### src/rtl/sync_reg_responder_if.sv
// ---------------------------------------------------------------------------
// sync_reg_responder_if
// Bundles the four-phase request side (req_async, data_async, ack) and the
// consumer-side FIFO read port (out_valid, out_data, out_ready, count) of
// the register-handshake responder.
//   slave  : the responder itself (drives ack and the FIFO read outputs)
//   master : the environment (initiator + consumer) driving req/data/ready
// Parameters:
//   WIDTH : data word width
//   DEPTH : FIFO entries, sets the width of count
// ---------------------------------------------------------------------------
interface sync_reg_responder_if #(
  parameter int WIDTH = 16,
  parameter int DEPTH = 4
) ();
  localparam int CW = $clog2(DEPTH + 1);

  logic             req_async;
  logic [WIDTH-1:0] data_async;
  logic             ack;
  logic             out_valid;
  logic [WIDTH-1:0] out_data;
  logic             out_ready;
  logic [CW-1:0]    count;

  modport master (
    output req_async, data_async, out_ready,
    input  ack, out_valid, out_data, count
  );

  modport slave (
    input  req_async, data_async, out_ready,
    output ack, out_valid, out_data, count
  );
endinterface

### src/rtl/sync_reg_responder.sv
// ---------------------------------------------------------------------------
// sync_reg_responder
// Receiving end of a four-phase req/ack register handshake, living entirely
// in the consumer clock domain. The foreign request level is synchronized
// through NSYNC flops; the initiator's data word is held stable by protocol
// and is sampled directly in the capture cycle. Captured words are queued in
// a small first-word-fall-through FIFO. Ack is withheld while the FIFO is
// full, so back-pressure reaches the initiator without losing words.
// Ports:
//   clk        : single clock, all logic on posedge
//   rst        : synchronous, active-high reset
//   bus.slave  : req_async/data_async in, ack out (initiator side);
//                out_valid/out_data/count out, out_ready in (consumer side)
// Parameters:
//   WIDTH : data word width
//   DEPTH : FIFO entries, power of 2, >= 2
//   NSYNC : request synchronizer depth, >= 2
// ---------------------------------------------------------------------------
module sync_reg_responder #(
  parameter int WIDTH = 16,
  parameter int DEPTH = 4,
  parameter int NSYNC = 2
) (
  input logic                clk,
  input logic                rst,
  sync_reg_responder_if.slave bus
);
  localparam int PW = $clog2(DEPTH);
  localparam int CW = $clog2(DEPTH + 1);

  localparam logic [0:0]    S_IDLE   = 1'b0;
  localparam logic [0:0]    S_ACK_HI = 1'b1;
  localparam logic [CW-1:0] C_FULL   = CW'(DEPTH);
  localparam logic [CW-1:0] C_ZERO   = {CW{1'b0}};
  localparam logic [CW-1:0] C_ONE    = CW'(1);
  localparam logic [PW-1:0] P_ONE    = PW'(1);

  logic [NSYNC-1:0] r_sync;
  logic [0:0]       r_state;
  logic             r_ack;
  logic             r_valid;
  logic [CW-1:0]    r_count;
  logic [PW-1:0]    r_wr_ptr;
  logic [PW-1:0]    r_rd_ptr;
  logic [WIDTH-1:0] r_mem [DEPTH];
  logic [WIDTH-1:0] r_out_data;

  logic             w_req_s;
  logic             w_full;
  logic             w_push;
  logic             w_pop;
  logic [CW-1:0]    w_count_nxt;
  logic [PW-1:0]    w_rd_ptr_nxt;
  logic [WIDTH-1:0] w_head_nxt;

  // Request synchronizer: shift the foreign level through NSYNC flops.
  always_ff @(posedge clk) begin
    if (rst) begin
      r_sync <= {NSYNC{1'b0}};
    end else begin
      r_sync <= {r_sync[NSYNC-2:0], bus.req_async};
    end
  end

  // Push/pop decisions and next-state values for the FIFO.
  always_comb begin
    w_req_s      = r_sync[NSYNC-1];
    // Full is judged on the registered count, so a pop in the same cycle
    // does not open room for a push until the following cycle.
    w_full       = (r_count == C_FULL);
    w_push       = (r_state == S_IDLE) && w_req_s && !w_full;
    w_pop        = (r_count != C_ZERO) && bus.out_ready;
    w_count_nxt  = r_count;
    w_rd_ptr_nxt = r_rd_ptr;
    w_head_nxt   = r_mem[r_rd_ptr];

    case ({w_push, w_pop})
      2'b10:   w_count_nxt = r_count + C_ONE;
      2'b01:   w_count_nxt = r_count - C_ONE;
      default: w_count_nxt = r_count;
    endcase

    if (w_pop) begin
      w_rd_ptr_nxt = r_rd_ptr + P_ONE;
    end else begin
      w_rd_ptr_nxt = r_rd_ptr;
    end

    // The word being written lands at the new head only when the FIFO is
    // (or is about to become) empty; otherwise the head comes from memory.
    if (w_push && (r_wr_ptr == w_rd_ptr_nxt)) begin
      w_head_nxt = bus.data_async;
    end else begin
      w_head_nxt = r_mem[w_rd_ptr_nxt];
    end
  end

  // Handshake FSM: one capture per request, ack held until req drops.
  always_ff @(posedge clk) begin
    if (rst) begin
      r_state <= S_IDLE;
      r_ack   <= 1'b0;
    end else begin
      case (r_state)
        S_IDLE: begin
          if (w_push) begin
            r_state <= S_ACK_HI;
            r_ack   <= 1'b1;
          end else begin
            r_state <= S_IDLE;
            r_ack   <= 1'b0;
          end
        end
        S_ACK_HI: begin
          if (!w_req_s) begin
            r_state <= S_IDLE;
            r_ack   <= 1'b0;
          end else begin
            r_state <= S_ACK_HI;
            r_ack   <= 1'b1;
          end
        end
        default: begin
          r_state <= S_IDLE;
          r_ack   <= 1'b0;
        end
      endcase
    end
  end

  // FIFO control: pointers, occupancy, valid flag and registered head word.
  always_ff @(posedge clk) begin
    if (rst) begin
      r_wr_ptr   <= {PW{1'b0}};
      r_rd_ptr   <= {PW{1'b0}};
      r_count    <= C_ZERO;
      r_valid    <= 1'b0;
      r_out_data <= {WIDTH{1'b0}};
    end else begin
      if (w_push) begin
        r_wr_ptr <= r_wr_ptr + P_ONE;
      end
      r_rd_ptr <= w_rd_ptr_nxt;
      r_count  <= w_count_nxt;
      r_valid  <= (w_count_nxt != C_ZERO);
      // Head only moves on push or pop; holding otherwise keeps out_data
      // stable even when the FIFO is empty.
      if (w_push || w_pop) begin
        r_out_data <= w_head_nxt;
      end
    end
  end

  // FIFO storage: data_async is sampled only in the capture cycle.
  always_ff @(posedge clk) begin
    if (w_push) begin
      r_mem[r_wr_ptr] <= bus.data_async;
    end
  end

  assign bus.ack       = r_ack;
  assign bus.out_valid = r_valid;
  assign bus.out_data  = r_out_data;
  assign bus.count     = r_count;
endmodule

### src/flat_wrapper.sv
// flat-port wrapper written by rule: the top's interface ports become plain ports
module sync_reg_responder_flat 
#(
  parameter int WIDTH = 16,
  parameter int DEPTH = 4,
  parameter int NSYNC = 2
)
  (clk, rst, bus_req_async, bus_data_async, bus_out_ready, bus_ack, bus_out_valid, bus_out_data, bus_count);
  sync_reg_responder_if #(.WIDTH(WIDTH), .DEPTH(DEPTH)) bus_i ();
  input logic clk;
  input logic rst;
  input wire logic [$bits(bus_i.req_async)-1:0] bus_req_async;
  input wire logic [$bits(bus_i.data_async)-1:0] bus_data_async;
  input wire logic [$bits(bus_i.out_ready)-1:0] bus_out_ready;
  output wire logic [$bits(bus_i.ack)-1:0] bus_ack;
  output wire logic [$bits(bus_i.out_valid)-1:0] bus_out_valid;
  output wire logic [$bits(bus_i.out_data)-1:0] bus_out_data;
  output wire logic [$bits(bus_i.count)-1:0] bus_count;
  assign bus_i.req_async = bus_req_async;
  assign bus_i.data_async = bus_data_async;
  assign bus_i.out_ready = bus_out_ready;
  assign bus_ack = bus_i.ack;
  assign bus_out_valid = bus_i.out_valid;
  assign bus_out_data = bus_i.out_data;
  assign bus_count = bus_i.count;
  sync_reg_responder #(.WIDTH(WIDTH), .DEPTH(DEPTH), .NSYNC(NSYNC)) u_core (.clk(clk), .rst(rst), .bus(bus_i));
endmodule
### config.mk
export PLATFORM = sky130hd
export DESIGN_NAME = sync_reg_responder_flat
export DESIGN_NICKNAME = d
export VERILOG_FILES = /design/src/rtl/sync_reg_responder_if.sv /design/src/rtl/sync_reg_responder.sv /design/src/flat_wrapper.sv
export SDC_FILE = /design/constraint.sdc
export NUM_CORES = 1
export LEC_CHECK = 0
export CAP_MARGIN = 5
export CORE_MARGIN = 4
export CORE_UTILIZATION = 25
export CTS_CLUSTER_DIAMETER = 120
export DETAILED_ROUTE_END_ITERATION = 10
export MAX_ROUTING_LAYER = met4
export PLACE_DENSITY = 0.5
export SLEW_MARGIN = 20
export SYNTH_ARGS = -nofsm -noshare
export SYNTH_HDL_FRONTEND = slang
export SYNTH_SLANG_ARGS = --single-unit
### constraint.sdc
create_clock -name clk -period 2.2 [get_ports clk]
set_input_delay 0.44 -clock clk [delete_from_list [all_inputs] [get_ports clk]]
set_output_delay 0.44 -clock clk [all_outputs]
set_load 0.01 [all_outputs]
==> metrics.txt, run 1 <==
pin count of the biggest net entering global routing 22; CTS Sinks 91; clk root buf clkbuf_16; WS Path Type input port to flip-flop; dpl cell area 0.00508 sq mm; vias in the first global route 2,821; antenna violations before repair 1; worst reg-to-reg path cell count 10; Reg2Reg Setup Slack 0.06 ns; via count 2,491; GR peak layer met2; final worst setup slack -0.0121 ns; FMAX 452 MHz; commonest non-fill, non-tap cell in the layout edfxtp_1; pwr/cell area 1050 mW/mm^2; Inst Count DP 522; Worst Hold Depth 1; hpwl dp 6450 um; gr usage total 11.6%; register area share after synthesis 58.6%; # rows 47; RSZ-0062 raised after global routing true; hold path endpoint u_core.r_sync[1]$_SDFF_PP0_; Worst Path Arrival 2.50 ns; cells after synthesis 256; Worst Setup End Kind flip-flop; Yosys cell types 36; Non-Filler Instances 542; fin. max-slew vios 0; Die X 138 um; htree depth 3; Final Hold Fails 0; synthesized area 0.00420 sq mm; fillers 1,576; Core Box Area 0.0165 sq mm; Pre-Repair DR Iteration Count 4; GR Util met1 12.9%; antenna-violating nets left 0; clk slew on worst S/H paths 0.06 ns; syn avg cell area 16.4 sq um; Rel. slew slack 74.1%; met3 Use GR 2.23%; r2r endpoint u_core.bus.out_valid$_SDFF_PP0_; Critical Path RT 2.49 ns; Clock Latency Late Sink 0.34 ns; worst-case clock buffer depth 2; Die Height 138 um; TNS Setup -0.0121 ns; Leak 1.74 nW; Global Route met2 Usage 20.3%; outcome complete, but fails checks; DIE AREA 0.0189 sq mm; minimum clock period 2.21 ns; most frequent cells in the layout 64 x edfxtp_1, 40 x clkdlybuf4s50_1, 29 x mux4_2, 23 x dfxtp_1; worst r2r src u_core.bus.count[0]$_SDFF_PP0_; failing checks negative setup slack; max-cap violations 0; worst hold path startpoint u_core.r_sync[0]$_SDFF_PP0_; Reg area 0.00247 sq mm; Setup violations, final 1; nets@finish 343; worst setup path start bus_out_ready; Ys Warns 0; post-synthesis register bit count 91; CTS buffer count 9; clock skew 0.00981 ns; share of post-route cells with drive strength above 1 28.7%; drt total wl 9980 um; Post-synth EDFFs 64; first-pass GRT wire length 15,600 um; Worst setup SP type input port; Max FO, Critical Path 2; via density per instance 4.60; footprint of the multi-input gates 0.00166 sq mm; area grow syn2layout 29.0%; num ports 41; CTS tree done; port buffer count 40; Worst-Margin Slew 0.388 ns; FFs w/ async S/R, synth 0%; crit share post-route 101%; predominant post-synthesis flop cell edfxtp_1; routed length per placed instance 18.4 um; Design Power 5.69 mW; GR Overflow Total 0; initial core utilization 25.4%; Worst Hold Class flip-flop to flip-flop; Placer Congestion 0.697; Max VDD drop 0.554 mV; DRT iter0 DRCs 123; DRC viols 0; syn_nets 283; fin area 0.00542 sq mm
-- worst max-delay path by stage --
stage                                                 end  slack [ns]  cells after the start
after global routing      u_core.bus.out_valid$_SDFF_PP0_       -0.06                     10
final                     u_core.bus.out_valid$_SDFF_PP0_       -0.01                     10
after floorplan           u_core.bus.out_valid$_SDFF_PP0_        0.02                     10
after detailed placement  u_core.bus.out_valid$_SDFF_PP0_       -0.31                     10
after CTS                 u_core.bus.out_valid$_SDFF_PP0_       0.002                     10
after global placement    u_core.bus.out_valid$_SDFF_PP0_       -0.27                     10
-- registers in the layout, summed over array words and instances, names as in the netlist --
signal and flops:
u_core.r_wr_ptr 2, u_core.r_mem 64, u_core.bus.count 3, u_core.bus.out_data 16
u_core.bus.ack 1, u_core.r_rd_ptr 2, u_core.r_sync 2, u_core.bus.out_valid 1
-- timing repair --
| action | CTS | global route |
|---|---|---|
| setup endpoints to repair | 0 | 17 |
| hold buffers | 0 | 0 |
| endpoints found under the hold margin | 0 | 0 |
| gates resized for setup | 0 | 7 |
| buffers inserted | 0 | 3 |
-- critical path: stages --
cell             delay, ns
clkdlybuf4s50_1       0.53
o31ai_4               0.13
inv_8                 0.07
ha_4                  0.12
inv_1                 0.05
fa_2                  0.33
xor2_1                0.18
or3_1                 0.39
a21oi_2               0.15
or3_1                 0.11
-- area by class of cell --
cell class              count  share of cell area [%]
clock buffers              14                    4.69
clock inverters             2                   0.693
repair buffers             65                    12.4
inverters                   9                   0.762
diodes                      1                  0.0462
flip-flops and latches     91                    45.7
well taps                 220                    5.08
multi-input cells         140                    30.6
-- synthesized netlist by cell type, types with 2 or more instances --
cell type | n | area share [%]
nand4_1 | 16 | 2.4
mux4_2 | 29 | 16
clkbuf_1 | 6 | 0.54
nand2b_1 | 2 | 0.30
buf_6 | 3 | 0.80
nor2b_1 | 3 | 0.45
xnor2_1 | 4 | 0.83
buf_2 | 4 | 0.48
inv_1 | 8 | 0.72
o21ai_0 | 2 | 0.24
mux2i_1 | 16 | 3.8
edfxtp_1 | 64 | 46
and2_1 | 4 | 0.60
a21oi_1 | 3 | 0.36
dfxtp_1 | 27 | 13
o211ai_2 | 10 | 3.0
nor2_1 | 6 | 0.54
o211ai_1 | 6 | 1.1
nand2_1 | 17 | 1.5
or3_1 | 2 | 0.30
buf_1 | 2 | 0.18
ha_1 | 6 | 1.8
mux4_1 | 3 | 1.9
-- power by group --
part | leakage, nW | total (mW) | internal (mW) | switching [mW]
Combinational | 0.799 | 2.03 | 1.02 | 1.01
Clock | 0.137 | 1.52 | 0.913 | 0.607
Sequential | 0.802 | 2.15 | 2.01 | 0.136
Total | 1.74 | 5.69 | 3.95 | 1.75
-- per-stage QoR --
stage / utilization, % / hold WS (ns) / setup WS (ns)
3_5_place_dp: 30.8 / 0.438 / -0.306
2_1_floorplan: - / 0.414 / 0.0157
4_1_cts: 32.5 / 0.452 / 0.00170
5_1_grt: 32.8 / 0.464 / -0.0579
3_3_place_gp: 30.8 / 0.417 / -0.272
6_report: 32.8 / 0.449 / -0.0121
-- metal layers --
layer,vias up,part of all wire (%)
li1,1150,-
met1,1284,41
met2,44,53
met3,13,3.6
met4,0,1.8
met5,-,0
-- kinds of logic (layout without fill, tap and decap cells) --
family,Yosys count,in the layout,share of synthesized area [%]
AND/OR/NAND/NOR,52,52,6.41
AO/OA/AOI/OAI,25,25,5.84
adder cells (fa/ha/maj),7,7,2.26
other,0,1,0
XOR/XNOR,8,8,2.62
multiplexers,48,48,21.2
buffers and inverters,25,90,2.98
flip-flops,91,91,58.6
Power figures use the tool's default switching activity.
==> inputs of run 2 (changes only) <==
--- a/config.mk
+++ b/config.mk
@@ -6,6 +6,7 @@
 export NUM_CORES = 1
 export LEC_CHECK = 0
 export CAP_MARGIN = 5
+export CORE_ASPECT_RATIO = 2
 export CORE_MARGIN = 4
 export CORE_UTILIZATION = 25
 export CTS_CLUSTER_DIAMETER = 120
==> run 2 against run 1 <==
The flow now finishes without violations. Setup slack better by 0.13 ns. Clock-buffer cell count fell by 4. Clock power about the same. Power is 0.58% higher. Critical path depth is 4 lower. Design area fell by 1.3%. Non-clock buffer count is 3 lower. Worst hold slack is essentially flat. Via count down 0.48%. Utilization is 0.088 points lower. Critical path type is now flip-flop to flip-flop. Critical endpoint is now u_core.bus.out_data[8]$_SDFFE_PP0P_. Largest cell class unchanged.
==> metrics.txt, run 2 (synthesis gave the netlist of run 1 again) <==
outcome complete, no violations (was complete, but fails checks); nets@finish 340 (was 343); Critical Path RT 2.42 ns (was 2.49 ns); Reg2Reg Setup Slack 0.12 ns (was 0.06 ns); Worst setup SP type flip-flop (was input port); Leak 1.73 nW (was 1.74 nW); FMAX 481 MHz (was 452 MHz); Worst Setup End Kind flip-flop (unchanged); via density per instance 4.75 (was 4.60); DRT iter0 DRCs 79 (was 123); worst-path cell chain o31ai_4, buf_4, buf_12, mux4_2, mux2i_1, o211ai_2 (was clkdlybuf4s50_1, o31ai_4, inv_8, ha_4, inv_1, fa_2, xor2_1, or3_1, a21oi_2, or3_1); clk root buf clkbuf_16 (unchanged); Max VDD drop 0.656 mV (was 0.554 mV); hpwl dp 6770 um (was 6450 um); worst setup path start u_core.bus.count[1]$_SDFF_PP0_ (was bus_out_ready); Rel. slew slack 74.8% (was 74.1%); gr usage total 11.8% (was 11.6%); Core Box Area 0.0164 sq mm (was 0.0165 sq mm); CTS Hold Buffers Added 0 (unchanged); WS Path Type flip-flop to flip-flop (was input port to flip-flop); Pre-Repair DR Iteration Count 5 (was 4); CP max stage cell mux4_2 (was clkdlybuf4s50_1); pin count of the biggest net entering global routing 20 (was 22); CTS tree done (unchanged); DIE AREA 0.0191 sq mm (was 0.0189 sq mm); Non-Filler Instances 522 (was 542); Sw Ratio 31.4% (was 30.7%); vias in the first global route 2,762 (was 2,821); Reg area 0.00247 sq mm (unchanged); CTS buffer count 9 (unchanged); worst hold path startpoint u_core.r_sync[0]$_SDFF_PP0_ (unchanged); worst-case clock buffer depth 2 (unchanged); port buffer count 40 (unchanged); Worst Hold Class flip-flop to flip-flop (unchanged); commonest non-fill, non-tap cell in the layout edfxtp_1 (unchanged); Max FO, Critical Path 11 (was 2); Reg with most FFs u_core.r_mem (unchanged); routed length per placed instance 19.6 um (was 18.4 um); fillers 1,609 (was 1,576); max FFs per register 64 (unchanged); crit share post-route 94.5% (was 101%); share of post-route cells with drive strength above 1 29.2% (was 28.7%); via count 2,479 (was 2,491); clock skew 0.00811 ns (was 0.00981 ns); internal power 3.93 mW (was 3.95 mW); area grow syn2layout 27.3% (was 29.0%); Worst Path Arrival 2.30 ns (was 2.50 ns); final worst setup slack 0.120 ns (was -0.0121 ns); htree depth 3 (unchanged); worst hold slack 0.449 ns (about the same); max-cap violations 0 (unchanged); Die X 99.6 um (was 138 um); initial core utilization 25.7% (was 25.4%); CTS Sinks 91 (unchanged); antenna-violating nets left 0 (unchanged); Psw 1.80 mW (was 1.75 mW); combinational power share 35.4% (was 35.6%); num ports 41 (unchanged); worst r2r src u_core.bus.count[1]$_SDFF_PP0_ (was u_core.bus.count[0]$_SDFF_PP0_); clk slew on worst S/H paths 0.07 ns (was 0.06 ns); GR Overflow Total 0 (unchanged); clock network power share 27.0% (was 26.7%); Clock Latency Late Sink 0.34 ns (about the same); Inst Count DP 505 (was 522); post-placement setup slack -0.322 ns (was -0.306 ns); slowest stage delay, CP 0.50 ns (was 0.53 ns); first-pass GRT wire length 16,000 um (was 15,600 um); most frequent cells in the layout 64 x edfxtp_1, 39 x clkdlybuf4s50_1, 29 x mux4_2, 23 x dfxtp_1, 19 x buf_4 (was 64 x edfxtp_1, 40 x clkdlybuf4s50_1, 29 x mux4_2, 23 x dfxtp_1); Setup violations, final 0 (was 1); pwr/cell area 1070 mW/mm^2 (was 1050 mW/mm^2); fin. max-slew vios 0 (unchanged); footprint of the multi-input gates 0.00167 sq mm (was 0.00166 sq mm); minimum clock period 2.08 ns (was 2.21 ns); critical path buffer and inverter count 2 (was 3); antenna violations before repair 0 (was 1); DRC viols 0 (unchanged); # rows 66 (was 47); Placer Congestion 0.736 (was 0.697); drt total wl 10,200 um (was 9980 um); Worst-Margin Slew 0.375 ns (was 0.388 ns); Final Hold Fails 0 (unchanged); Design Power 5.73 mW (was 5.69 mW); Crit path max-delay family multiplexers (was buffers and inverters); antenna fix cells 0 (was 1); Seq pwr share 37.6% (was 37.7%); Die Height 191 um (was 138 um)
run 2: cell count changes in the layout (fill, tap and decap cells not counted), moves of 2 or more:
cell / delta
buf_12: -3
buf_4: +2
buf_6: -2
clkbuf_1: -3
inv_6: +2
run 2: worst register-to-register path: cells and delay by family, from the launching register on:
family | cells | cell delay (ns)
AOI/OAI and AO/OA | 2 | 0.46
buffers and inverters | 2 | 0.41
DFF | 1 | 0.38
muxes | 2 | 0.72
run 2: power groups by stage:
stage	Clock, mW	Sequential (mW)	Combinational, mW
after global routing	1.66	2.18	2.18
after CTS	1.58	2.16	2.04
after floorplan	0	2.21	1.22
final	1.55	2.15	2.03
after global placement	0	2.19	2.01
after detailed placement	0	2.20	2.03
run 2: layout make-up:
| class | count | share of cell area [%] |
|---|---|---|
| clock buffers | 10 | 4.28 |
| well taps | 204 | 4.78 |
| repair buffers | 62 | 11.3 |
| multi-input cells | 140 | 31.2 |
| inverters | 9 | 0.773 |
| clock inverters | 6 | 1.33 |
| flip-flops and latches | 91 | 46.3 |
run 2: routing by layer:
metal  track usage [%]  vias to the layer above  wire [um]  part of all wire, %
li1                  -                     1133          -                    -
met3              1.97                        8        341                  3.3
met2              22.3                       48       5840                   57
met1              12.1                     1290       3890                   38
met4              3.95                        0        175                  1.7
met5                 -                        -          0                    0
run 2: final timing paths:
path              cells past startpoint                                   to
setup / recovery                      6  u_core.bus.out_data[8]$_SDFFE_PP0P_
hold / removal                        1          u_core.r_sync[1]$_SDFF_PP0_
setup reg to reg                      6  u_core.bus.out_data[8]$_SDFFE_PP0P_
hold reg to reg                       1          u_core.r_sync[1]$_SDFF_PP0_
run 2: repair_timing:
item,4_1_cts,5_1_grt
setup buffers,0,1
endpoints found under the setup margin,1,1
resized for setup,1,6
pin swaps,0,0
run 2: metrics by stage:
| step | utilization, % | area, sq um | TNS (ns) |
|---|---|---|---|
| finish | 32.7 | 5340 | 0 |
| CTS | 32.5 | 5320 | 0 |
| floorplan | - | 4250 | 0 |
| global placement | 30.7 | 5020 | -4.23 |
| detailed placement | 30.7 | 5020 | -4.65 |
| global route | 32.7 | 5340 | -0.00722 |
